File: config.mk
export PLATFORM = sky130hd
export DESIGN_NAME = snn_inference_ctrl
export DESIGN_NICKNAME = d
export VERILOG_FILES = /design/src/rtl/snn_inference_ctrl.sv
export SDC_FILE = /design/constraint.sdc
export NUM_CORES = 1
export LEC_CHECK = 0
export CORE_UTILIZATION = 46
export CTS_BUF_LIST = sky130_fd_sc_hd__clkbuf_16
export CTS_CLUSTER_DIAMETER = 50
export DETAILED_ROUTE_END_ITERATION = 6
export PLACE_DENSITY = 0.68
export SLEW_MARGIN = 5
export SYNTH_ARGS = -nofsm -noshare
export SYNTH_HDL_FRONTEND = slang
export SYNTH_SLANG_ARGS = --single-unit
File: constraint.sdc
create_clock -name clk -period 4.9 [get_ports clk]
set_clock_uncertainty 0.15 [all_clocks]
set_input_delay 0.98 -clock clk [delete_from_list [all_inputs] [get_ports clk]]
set_output_delay 0.98 -clock clk [all_outputs]
set_load 0.01 [all_outputs]
File: src/rtl/snn_inference_ctrl.sv
// Inference sequencer for one integrate-and-fire network: clears the network,
// rate-codes inputs for N timesteps, drains latency, counts outputs, picks a winner.
module snn_inference_ctrl #(
    parameter int NUM_INPUTS    = 4,
    parameter int NUM_OUTPUTS   = 2,
    parameter int RATE_WIDTH    = 8,
    parameter int STEP_WIDTH    = 16,
    parameter int CNT_WIDTH     = 16,
    parameter int SETTLE_CYCLES = 2,
    parameter int DRAIN_CYCLES  = 2,
    parameter int IDX_WIDTH     = (NUM_OUTPUTS > 1) ? $clog2(NUM_OUTPUTS) : 1
) (
    input  logic                              clk,
    input  logic                              rst,
    input  logic                              start,
    input  logic                              abort,
    input  logic [NUM_INPUTS*RATE_WIDTH-1:0]  rates,
    input  logic [STEP_WIDTH-1:0]             num_steps,
    output logic                              busy,
    output logic                              done,
    output logic                              net_rst,
    output logic [NUM_INPUTS-1:0]             net_spike_in,
    input  logic [NUM_OUTPUTS-1:0]            net_spike_out,
    output logic [NUM_OUTPUTS*CNT_WIDTH-1:0]  spike_count,
    output logic [IDX_WIDTH-1:0]              winner,
    output logic                              winner_valid,
    output logic [2:0]                        dbg_state_o
);

    typedef enum logic [2:0] {S_IDLE, S_CLEAR, S_RUN, S_DRAIN, S_DONE} state_e;

    // One phase counter serves CLEAR, RUN and DRAIN; wide enough for all three.
    localparam int PW = (STEP_WIDTH > 16) ? STEP_WIDTH : 16;
    localparam state_e AFTER_RUN = (DRAIN_CYCLES > 0) ? S_DRAIN : S_DONE;

    state_e                          state_q, state_d;
    logic [PW-1:0]                   cnt_q, cnt_d;
    logic [NUM_INPUTS*RATE_WIDTH-1:0] rates_q;
    logic [STEP_WIDTH-1:0]           steps_q;
    logic [RATE_WIDTH-1:0]           acc_q [NUM_INPUTS];
    logic [RATE_WIDTH-1:0]           acc_d [NUM_INPUTS];
    logic [CNT_WIDTH-1:0]            count_q [NUM_OUTPUTS];
    logic [CNT_WIDTH-1:0]            count_d [NUM_OUTPUTS];
    logic [NUM_INPUTS-1:0]           spike_q, spike_d;
    logic [IDX_WIDTH-1:0]            winner_q, winner_d;
    logic                            valid_q, valid_d;
    logic                            busy_q, done_q, net_rst_q;
    logic                            accept;
    logic [RATE_WIDTH:0]             sum_v;
    logic [CNT_WIDTH-1:0]            best_v;

    always_comb begin
        state_d = state_q;
        cnt_d   = cnt_q;
        accept  = 1'b0;
        unique case (state_q)
            S_IDLE: begin
                if (start && !abort) begin
                    state_d = S_CLEAR;
                    cnt_d   = '0;
                    accept  = 1'b1;
                end
            end
            S_CLEAR: begin
                if (cnt_q == PW'(SETTLE_CYCLES - 1)) begin
                    cnt_d   = '0;
                    state_d = (steps_q != '0) ? S_RUN : AFTER_RUN;
                end else begin
                    cnt_d = cnt_q + PW'(1);
                end
            end
            S_RUN: begin
                if (cnt_q == PW'(steps_q) - PW'(1)) begin
                    cnt_d   = '0;
                    state_d = AFTER_RUN;
                end else begin
                    cnt_d = cnt_q + PW'(1);
                end
            end
            S_DRAIN: begin
                if (cnt_q == PW'(DRAIN_CYCLES - 1)) begin
                    cnt_d   = '0;
                    state_d = S_DONE;
                end else begin
                    cnt_d = cnt_q + PW'(1);
                end
            end
            S_DONE:  state_d = S_IDLE;
            default: state_d = S_IDLE;
        endcase
        if (abort && state_q != S_IDLE) state_d = S_IDLE;
    end

    // Spikes are computed for the cycle about to be entered, so they appear registered in RUN.
    always_comb begin
        spike_d = '0;
        sum_v   = '0;
        for (int i = 0; i < NUM_INPUTS; i++) begin
            acc_d[i] = acc_q[i];
            if (accept) begin
                acc_d[i] = '0;
            end else if (state_d == S_RUN) begin
                sum_v      = {1'b0, acc_q[i]} + {1'b0, rates_q[i*RATE_WIDTH +: RATE_WIDTH]};
                spike_d[i] = sum_v[RATE_WIDTH];
                acc_d[i]   = sum_v[RATE_WIDTH-1:0];
            end
        end
    end

    always_comb begin
        for (int j = 0; j < NUM_OUTPUTS; j++) begin
            count_d[j] = count_q[j];
            if (accept) begin
                count_d[j] = '0;
            end else if ((state_q == S_RUN || state_q == S_DRAIN) && net_spike_out[j] &&
                         count_q[j] != {CNT_WIDTH{1'b1}}) begin
                count_d[j] = count_q[j] + CNT_WIDTH'(1);
            end
        end
        winner_d = winner_q;
        valid_d  = valid_q;
        best_v   = count_d[0];
        if (accept) begin
            winner_d = '0;
            valid_d  = 1'b0;
        end else if (state_d == S_DONE) begin
            winner_d = '0;
            for (int j = 1; j < NUM_OUTPUTS; j++) begin
                if (count_d[j] > best_v) begin
                    best_v   = count_d[j];
                    winner_d = IDX_WIDTH'(j);
                end
            end
            valid_d = (best_v != '0);
        end
    end

    always_ff @(posedge clk) begin
        if (rst) begin
            state_q   <= S_IDLE;
            cnt_q     <= '0;
            rates_q   <= '0;
            steps_q   <= '0;
            spike_q   <= '0;
            winner_q  <= '0;
            valid_q   <= 1'b0;
            busy_q    <= 1'b0;
            done_q    <= 1'b0;
            net_rst_q <= 1'b1;
            for (int i = 0; i < NUM_INPUTS; i++) acc_q[i] <= '0;
            for (int j = 0; j < NUM_OUTPUTS; j++) count_q[j] <= '0;
        end else begin
            state_q   <= state_d;
            cnt_q     <= cnt_d;
            if (accept) begin
                rates_q <= rates;
                steps_q <= num_steps;
            end
            spike_q   <= spike_d;
            winner_q  <= winner_d;
            valid_q   <= valid_d;
            busy_q    <= (state_d != S_IDLE);
            done_q    <= (state_d == S_DONE);
            net_rst_q <= (state_d == S_IDLE || state_d == S_CLEAR || state_d == S_DONE);
            for (int i = 0; i < NUM_INPUTS; i++) acc_q[i] <= acc_d[i];
            for (int j = 0; j < NUM_OUTPUTS; j++) count_q[j] <= count_d[j];
        end
    end

    always_comb begin
        for (int j = 0; j < NUM_OUTPUTS; j++) spike_count[j*CNT_WIDTH +: CNT_WIDTH] = count_q[j];
    end

    assign busy         = busy_q;
    assign done         = done_q;
    assign net_rst      = net_rst_q;
    assign net_spike_in = spike_q;
    assign winner       = winner_q;
    assign winner_valid = valid_q;
    assign dbg_state_o  = state_q;

endmodule

==> results.json, run 1 <==
{
  "status": "completed",
  "synth_area_leaders": "dfxtp_1 (35%), ha_1 (8.4%), nand2_1 (7.5%), xnor2_1 (4.8%), a21oi_1 (4.7%)",
  "antenna_found_initial": 0,
  "hold_path_depth": 2,
  "path_cells": "clkdlybuf4s50_1 > nand2b_1 > or4_2 > buf_4 > and2_1 > mux2i_1 > ha_1 > a21oi_1 > a21oi_1 > a211oi_1 > a21oi_1 > or3_1 > o32ai_1 > a21oi_1",
  "critPathMaxFanout": 19,
  "r2r_start": "count_q[0][20]$_SDFF_PP0_",
  "postCtsSetupRepairBufs": 0,
  "slew-limit-headroom_pct": 42.14,
  "drive_above_1_share_pct": 6.481,
  "switching_power_mw": 0.7062,
  "slowest_stage": "or4_2",
  "cts_buffer_depth": 2,
  "powerDensity_mw_per_mm2": 293.3,
  "cts_max_level": 4,
  "postSynthCellCount": 982,
  "postCtsHoldBufs": 0,
  "wl_per_cell_um": 14.78,
  "postRouteAntennaNets": 0,
  "placed_area_mm2": 0.009121,
  "arrival_ns": 4.43,
  "hold_viol": 0,
  "crit_top_cell": "a21oi_1",
  "setup_viol": 0,
  "hp-class": "reg -> reg",
  "via_per_inst": 5.504,
  "nFillCells": 1548,
  "num_antenna_cells": 0,
  "synth_fp_nets": 1093,
  "io_pins": 98,
  "pwr-share-comb_pct": 10.5,
  "die-area_mm2": 0.01775,
  "synth_top_family_by_area": "simple AND/OR/NAND/NOR gates",
  "drc": 0,
  "fmax_ghz": 0.2338,
  "synth_cell_types": 62,
  "synth_top_area_share_pct": 35.38,
  "drv_slew": 0,
  "ff_latch_area_mm2": 0.002803,
  "cp-start-kind": "input pin",
  "grt_overflow_total": 0,
  "synth_edf_count": 0,
  "first_pass_iters": 5,
  "rrSetupSlack_ns": 1.03,
  "rsz0062_at_grt": "false",
  "ys_ff_latch": 140,
  "synthAdderAreaFrac_pct": 9.381,
  "synth_compound_area_share_pct": 15.33,
  "clk_pin_slew_ns": 0.06,
  "grt_max_degree": 45,
  "tns_ns": 0,
  "finalInstanceArea_mm2": 0.009746,
  "fin_crit_sh_pct": 87.30,
  "yosysTopAreaCell": "dfxtp_1",
  "cap_violations": 0,
  "synthFlopType": "dfxtp_1",
  "clock_latency_ns": 0.43,
  "yosysMostFrequentCell": "nand2_1",
  "coreArea_mm2": 0.01670,
  "timing_worst_setup_path_type": "in -> reg",
  "intPower_mw": 2.152,
  "hold_start": "acc_q[3][6]$_SDFFE_PP0N_",
  "holdPathEnd": "acc_q[3][6]$_SDFFE_PP0N_",
  "grtUsageTotal_pct": 22.63,
  "grt_pass1_vias": 6700,
  "cts.sinks": 140,
  "min_period_ns": 4.278,
  "yosys.area_share.simple_pct": 26.28,
  "area_delta_synth_final_pct": 23.01,
  "p_leak_nw": 3.795,
  "critical_path_buf_inv_count": 2,
  "num_rows": 47,
  "critPathCaptureType": "flip-flop",
  "grt_first_pass_wirelength_um": 32360,
  "cts_buffers": 17,
  "initial_core_util_pct": 47.44,
  "cp_slowest_stage_delay_ns": 0.62,
  "place_congestion": 0.9199,
  "p_clk_share_pct": 47.6,
  "drt-initial-drc-count": 402,
  "peakVddDrop_v": 0.0002593,
  "critPathTopFamily": "simple AND/OR/NAND/NOR gates",
  "fin_nets": 1178,
  "r2r-end": "winner_valid$_SDFFE_PP0P_",
  "pwr-share-seq_pct": 41.8,
  "ys_top_cells_by_count": "nand2_1 (158), dfxtp_1 (140), nor2_1 (87)",
  "seq_area_frac_synth_pct": 35.38,
  "finalWirelength_um": 19220,
  "multiInputGateArea_mm2": 0.004816,
  "synthMuxAreaShare_pct": 1.421,
  "ys_warn_count": 0,
  "die_h_um": 133.2,
  "cts_root_buffer": "clkbuf_16",
  "dr_total_vias": 7155,
  "finalCoreUtilization_pct": 58.35,
  "yosys.area_share.xor_xnor_pct": 8.070,
  "cts.repair.resized": 0,
  "syn_area_mm2": 0.007923,
  "place_hpwl_um": 13720,
  "portBuffers": 97,
  "postSynth.asyncResetShare_pct": 0,
  "switching_share_pct": 24.71,
  "die_w_um": 133.2,
  "syn_avg_cell_area_um2": 8.068,
  "cts_tree": "yes",
  "cp.required_ns": 5.06,
  "worst_pin_slew_ns": 0.8658,
  "rr_worst_depth": 15
}
-- state kept, by name, indices dropped and copies added (netlist names) --
name	count
acc_q	32
count_q	32
rates_q	32
cnt_q	16
steps_q	16
net_spike_in	4
dbg_state_o	3
busy	1
done	1
net_rst	1
winner	1
winner_valid	1
-- cell type report --
class                           instances  share of cell area (%)
Timing Repair Buffer                  115                   11.55
Clock inverter                         15                   2.041
Multi-Input combinational cell        766                   49.42
Inverter                               27                   1.040
Sequential cell                       140                   28.76
Tap cell                              220                   2.824
Clock buffer                           17                   4.365
-- cells in the final DEF, fill, tap and decap left out, drive strengths merged, types with 30 or more instances in the layout --
cell type / instances
nand3: 58
dfxtp: 140
clkdlybuf4s50: 96
a21oi: 74
xor2: 30
ha: 53
xnor2: 43
nand2: 158
nor2: 87
o21ai: 43
-- power by group through the flow --
stage                     combinational, mW  sequential, mW  clock [mW]
final                                 0.301            1.20        1.36
after global routing                  0.335            1.20        1.43
after CTS                             0.304            1.20        1.39
after detailed placement              0.301            1.22           0
after global placement                0.297            1.22           0
after floorplan                       0.202            1.21           0
-- metal layers --
layer | global-route usage, % | part of all wire (%) | vias up
met5 | 0 | 0 | -
met2 | 37.14 | 46 | 184
met1 | 29.61 | 48 | 3323
met3 | 4.642 | 4.4 | 26
met4 | 7.513 | 1.8 | 0
li1 | - | - | 3622
-- cells by family (layout without fill, tap and decap cells) --
| family | after synthesis | in the layout |
|---|---|---|
| xor gates and xnor gates | 73 | 73 |
| and+or+nand+nor | 434 | 434 |
| muxes | 11 | 11 |
| buffers and inverters | 76 | 174 |
| adders and majority gates | 57 | 57 |
| AOI/OAI and AO/OA | 191 | 191 |
| DFF | 140 | 140 |
-- worst min-delay path: stages, from the launching register on --
cell	delay, ns
dfxtp_1	0.31
nand2_1	0.05
o21ai_0	0.06
-- worst max path at each step --
stage / from / endpoint / slack (ns) / depth (start not counted)
after floorplan: abort / winner_valid$_SDFFE_PP0P_ / 0.54 / 14
after global placement: abort / winner_valid$_SDFFE_PP0P_ / 0.32 / 14
after detailed placement: abort / winner_valid$_SDFFE_PP0P_ / 0.28 / 14
after CTS: abort / winner_valid$_SDFFE_PP0P_ / 0.66 / 14
after global routing: net_spike_out[1] / winner_valid$_SDFFE_PP0P_ / 0.39 / 16
final: abort / winner_valid$_SDFFE_PP0P_ / 0.62 / 14
-- stage by stage --
step           worst slack (ns)  power [mW]  hold WS, ns  std cells
5_1_grt                  0.3921       2.968       0.3352       1300
3_3_place_gp             0.3236       1.516       0.2980       1268
4_1_cts                  0.6629       2.884       0.3125       1300
3_5_place_dp             0.2760       1.521       0.3027       1268
2_1_floorplan            0.5382       1.413       0.2821        982
6_report                 0.6223       2.858       0.3087       1300
Note: power is estimated with default switching activity, not from simulation.
==> run 2: changes to the inputs <==
CORE_MARGIN = 10   (was unset)
SLEW_MARGIN = 30   (was 5)
==> run 2 against run 1 <==
Effect of this change: critical endpoint unchanged; non-clock buffer count rose by 1; critical path depth up 2; largest cell class unchanged; clock power shrank 4%; sequential cell count is the same; via count fell by 0.18%; fmax is 0.81% higher; hold slack gained 0.00079 ns; design area fell by 0.28%; count of clock-buffer cells in the layout unchanged; worst setup slack better by 0.034 ns; sequential share of layout area is 0.081 points higher; routed wire length grew 6.1%.
==> results.json, run 2 (synthesis results as in run 1) <==
{
  "status": "completed",
  "peakVddDrop_v": 0.0002504,
  "num_rows": 47,
  "pwr-share-comb_pct": 10.9,
  "cts.sinks": 140,
  "portBuffers": 97,
  "use_met3_pct": 3.938,
  "slew-limit-headroom_pct": 54.74,
  "cts_buffer_depth": 2,
  "grt_first_pass_wirelength_um": 33300,
  "postRouteAntennaNets": 0,
  "coreArea_mm2": 0.01676,
  "cp-start-kind": "input pin",
  "cts_root_buffer": "clkbuf_16",
  "grt_pass1_vias": 6769,
  "initial_core_util_pct": 47.27,
  "dr_total_vias": 7142,
  "setup_viol": 0,
  "die-area_mm2": 0.02287,
  "io_pins": 98,
  "powerDensity_mw_per_mm2": 287.7,
  "gr-max-usage-layer": "met2",
  "die_w_um": 151.2,
  "p_clk_share_pct": 46.4,
  "rsz0062_at_grt": "false",
  "drc": 0,
  "timing_worst_setup_path_type": "in -> reg",
  "intPower_mw": 2.101,
  "cts.repair.resized": 0,
  "drt-initial-drc-count": 384,
  "fin_crit_sh_pct": 86.60,
  "final_common_cell": "nand2_1",
  "pwr-share-seq_pct": 42.8,
  "cts_max_level": 4,
  "via_per_inst": 5.490,
  "min_period_ns": 4.243,
  "arrival_ns": 4.39,
  "critPathCaptureType": "flip-flop",
  "clock_latency_ns": 0.42,
  "slowest_stage": "or4_2",
  "place_hpwl_um": 15140,
  "die_h_um": 151.2,
  "grtUsageTotal_pct": 17.76,
  "finalWirelength_um": 20390,
  "area_delta_synth_final_pct": 22.66,
  "cap_violations": 0,
  "postCtsHoldBufs": 0,
  "hold_viol": 0,
  "cp_slowest_stage_delay_ns": 0.63,
  "critPathMaxFanout": 4,
  "cp.required_ns": 5.05,
  "fin_nets": 1179,
  "drive_above_1_share_pct": 6.475,
  "final_cell_mix": "nand2_1 (158), dfxtp_1 (140), clkdlybuf4s50_1 (96)",
  "antenna_found_initial": 0,
  "place_congestion": 0.9099,
  "wl_per_cell_um": 15.67,
  "grt_overflow_total": 0,
  "worst_pin_slew_ns": 0.6788,
  "cts_buffers": 17,
  "critical_path_buf_inv_count": 2,
  "postCtsSetupRepairBufs": 0,
  "crit_top_cell": "a21oi_1",
  "cts_tree": "yes",
  "p_leak_nw": 3.797,
  "critPathTopFamily": "simple AND/OR/NAND/NOR gates",
  "hp-class": "reg -> reg",
  "switching_power_mw": 0.6949,
  "path_cells": "clkdlybuf4s50_1 > nand2b_1 > or4_2 > nand2_1 > nor2_1 > a21oi_1 > inv_1 > ha_1 > nor2b_1 > o211ai_1 > a21oi_1 > o31ai_1 > a21oi_1 > or3_1 > o32ai_1 > a21oi_1",
  "num_antenna_cells": 0,
  "drv_slew": 0,
  "top_regs": "acc_q: 32 flops, count_q: 32 flops, rates_q: 32 flops",
  "switching_share_pct": 24.85,
  "clk_pin_slew_ns": 0.06,
  "tns_ns": 0,
  "hold_ws_ns": 0.3095,
  "grt_max_degree": 47,
  "use_met2_pct": 28.76,
  "first_pass_iters": 5,
  "use_met1_pct": 22.75,
  "fmax_ghz": 0.2357
}
==> run 2: changes by cell type in the layout (fill, tap and decap cells not counted) <==
| cell | delta |
|---|---|
| buf_12 | -1 |
| buf_4 | +2 |
| bufinv_16 | -1 |
| clkinv_1 | +1 |
| clkinv_4 | +4 |
| clkinvlp_4 | -3 |
| inv_6 | -1 |
==> run 2: layout make-up <==
| class | instances | area (um2) |
|---|---|---|
| clock buffers | 17 | 425.4 |
| clock inverters | 15 | 176.4 |
| fillers | 1549 | 7042 |
| inverters | 27 | 101.3 |
| multi-input cells | 766 | 4816 |
| flip-flops and latches | 140 | 2803 |
| well taps | 220 | 275.3 |
| repair buffers | 116 | 1121 |
==> run 2: metrics by stage <==
step | instances | area, um2 | util (%) | worst slack (ns) | power (mW)
after floorplan | 982 | 7923 | - | 0.5382 | 1.413
final | 1301 | 9718 | 57.98 | 0.6567 | 2.796
after global routing | 1301 | 9718 | 57.98 | 0.2590 | 2.909
after CTS | 1301 | 9718 | 57.98 | 0.6761 | 2.824
after global placement | 1269 | 9116 | 54.39 | 0.3386 | 1.518
after detailed placement | 1269 | 9116 | 54.39 | 0.2774 | 1.523
==> run 2: power by group through the flow <==
stage	combinational (mW)	clock (mW)	sequential, mW
floorplan	0.202	0	1.21
global placement	0.300	0	1.22
detailed placement	0.304	0	1.22
CTS	0.306	1.32	1.19
global route	0.336	1.38	1.20
finish	0.303	1.30	1.20
==> run 2: path summary, 6_finish.rpt <==
check	cells past startpoint	slack (ns)	end	startpoint
setup reg to reg	16	1.01	winner_valid$_SDFFE_PP0P_	count_q[0][20]$_SDFF_PP0_
setup / recovery	16	0.66	winner_valid$_SDFFE_PP0P_	abort
hold reg to reg	2	0.31	rates_q[5]$_SDFFE_PP0N_	rates_q[5]$_SDFFE_PP0N_
hold / removal	2	0.31	rates_q[5]$_SDFFE_PP0N_	rates_q[5]$_SDFFE_PP0N_
==> run 2: routing by layer <==
metal / up-vias / wire length [um]
met5: - / 0
met4: 0 / 345
met3: 29 / 1120
met2: 162 / 9452
met1: 3336 / 9468
li1: 3615 / -
==> run 2: tightest hold or removal path: cells and delay by family (launching register included) <==
family / cells / cell delay [ns]
simple gates: 1 / 0.05
compound gates: 1 / 0.05
flops: 1 / 0.31
==> run 3: changes to the inputs <==
DONT_BUFFER_PORTS = 1   (was unset)
PLACE_DENSITY = unset   (was 0.68)
==> run 3 against run 2 <==
Effect of this change: critical path depth shrank 2; count of clock-buffer cells in the layout is the same; via count shrank 6.9%; clock power increased by 5%; fmax up 3.2%; non-clock buffer count decreased by 106; worst setup slack gained 0.13 ns; core utilization down 6.0 points; total power about the same; sequential cell count unchanged; largest cell class unchanged; highest routed layer unchanged.
==> results.json, run 3 (synthesis results as in run 1) <==
{
  "nFillCells": 1623,
  "grt_first_pass_wirelength_um": 31990,
  "grt_max_degree": 77,
  "timing_worst_setup_path_type": "reg -> reg",
  "die_h_um": 151.2,
  "worst_pin_slew_ns": 0.8935,
  "grt_pass1_vias": 6264,
  "r2r_start": "count_q[0][20]$_SDFF_PP0_",
  "cap_violations": 0,
  "cts.repair.resized": 0,
  "gr-max-usage-layer": "met2",
  "dpl.cell_count": 1163,
  "dr_total_vias": 6650,
  "drc": 0,
  "instances_no_fill": 1195,
  "rrSetupSlack_ns": 0.79,
  "drt-initial-drc-count": 346,
  "setup_viol": 0,
  "p_total_mw": 2.798,
  "final_cell_mix": "nand2_1 (158), dfxtp_1 (140), nor2_1 (86)",
  "grt_overflow_total": 0,
  "arrival_ns": 4.26,
  "cp-start-kind": "flip-flop",
  "place_hpwl_um": 14140,
  "hp-class": "reg -> reg",
  "place_ws_ns": 0.5884,
  "num_antenna_cells": 0,
  "rr_worst_depth": 14,
  "drive_above_1_share_pct": 6.154,
  "first_pass_iters": 5,
  "area_delta_synth_final_pct": 10.06,
  "die_w_um": 151.2,
  "slew-limit-headroom_pct": 40.29,
  "use_met3_pct": 4.535,
  "tns_ns": 0,
  "wl_per_cell_um": 16.38,
  "rsz0062_at_grt": "false",
  "cts_buffers": 17,
  "initial_core_util_pct": 47.27,
  "min_period_ns": 4.110,
  "postRouteAntennaNets": 0,
  "status": "completed",
  "use_met2_pct": 27.03,
  "cts_buffer_depth": 2,
  "holdPathEnd": "rates_q[4]$_SDFFE_PP0N_",
  "cts_tree": "yes",
  "cts.sinks": 140,
  "num_rows": 47,
  "powerDensity_mw_per_mm2": 320.9,
  "finalWirelength_um": 19580,
  "fmax_ghz": 0.2433,
  "critPathCaptureType": "flip-flop",
  "via_per_inst": 5.565,
  "crit_start": "count_q[0][20]$_SDFF_PP0_",
  "hold_start": "rates_q[4]$_SDFFE_PP0N_",
  "antenna_found_initial": 0,
  "setup_ws_ns": 0.7902,
  "io_pins": 98,
  "cts_max_level": 4,
  "final_common_cell": "nand2_1",
  "fin_crit_sh_pct": 83.87,
  "finalInstanceArea_mm2": 0.008720,
  "coreArea_mm2": 0.01676,
  "cts_root_buffer": "clkbuf_16",
  "critPathMaxFanout": 8,
  "drv_slew": 0,
  "r2r-end": "winner_valid$_SDFFE_PP0P_",
  "clk_pin_slew_ns": 0.06,
  "portBuffers": 0,
  "hold_path_depth": 2,
  "top_regs": "acc_q: 32 flops, count_q: 32 flops, rates_q: 32 flops",
  "place_congestion": 0.8916,
  "fin_nets": 1073,
  "die-area_mm2": 0.02287,
  "p_leak_nw": 3.430,
  "finalCoreUtilization_pct": 52.03,
  "cp.required_ns": 5.05,
  "hold_ws_ns": 0.3042,
  "postCtsSetupRepairBufs": 0,
  "hold_viol": 0,
  "use_met1_pct": 22.51,
  "peakVddDrop_v": 0.0002423,
  "postCtsHoldBufs": 0,
  "clock_latency_ns": 0.42,
  "placed_area_mm2": 0.008095,
  "grtUsageTotal_pct": 17.21
}
run 3: worst max path at each step:
stage          slack [ns]                        end
6_report             0.79  winner_valid$_SDFFE_PP0P_
5_1_grt              0.46  winner_valid$_SDFFE_PP0P_
4_1_cts              0.79  winner_valid$_SDFFE_PP0P_
3_5_place_dp         0.59  winner_valid$_SDFFE_PP0P_
3_3_place_gp         0.71  winner_valid$_SDFFE_PP0P_
2_1_floorplan        0.54  winner_valid$_SDFFE_PP0P_
run 3: per-layer routing:
metal | wire, um | vias to the layer above | part of all wire [%]
met5 | 0 | - | 0
met4 | 207 | 0 | 1.1
met3 | 1183 | 16 | 6.0
met2 | 8977 | 141 | 46
met1 | 9209 | 3070 | 47
li1 | - | 3423 | -
run 3: layout make-up:
class	instances	area, um2	area share (%)
inverters	27	101.3	1.162
clock inverters	15	198.9	2.282
repair buffers	10	100.1	1.148
well taps	220	275.3	3.157
clock buffers	17	425.4	4.879
flip-flops and latches	140	2803	32.14
multi-input cells	766	4816	55.23
run 3: worst max-delay path, cell delays in order (launching register included):
cell       delay, ns
dfxtp_1         0.56
and4_1          0.34
nand3_1         0.16
a2111oi_0       0.72
nand3_1         0.17
xor2_1          0.19
nor2_1          0.19
ha_1            0.28
nand4_1         0.13
a21oi_1         0.06
a211oi_1        0.22
a21oi_1         0.18
or3_1           0.41
o32ai_1         0.14
a21oi_1         0.10
run 3: report_power, final:
group,switching [mW],internal [mW],leakage [nW]
Combinational,0.145,0.0927,1.98
Sequential,0.0294,1.17,1.13
Clock,0.511,0.853,0.314
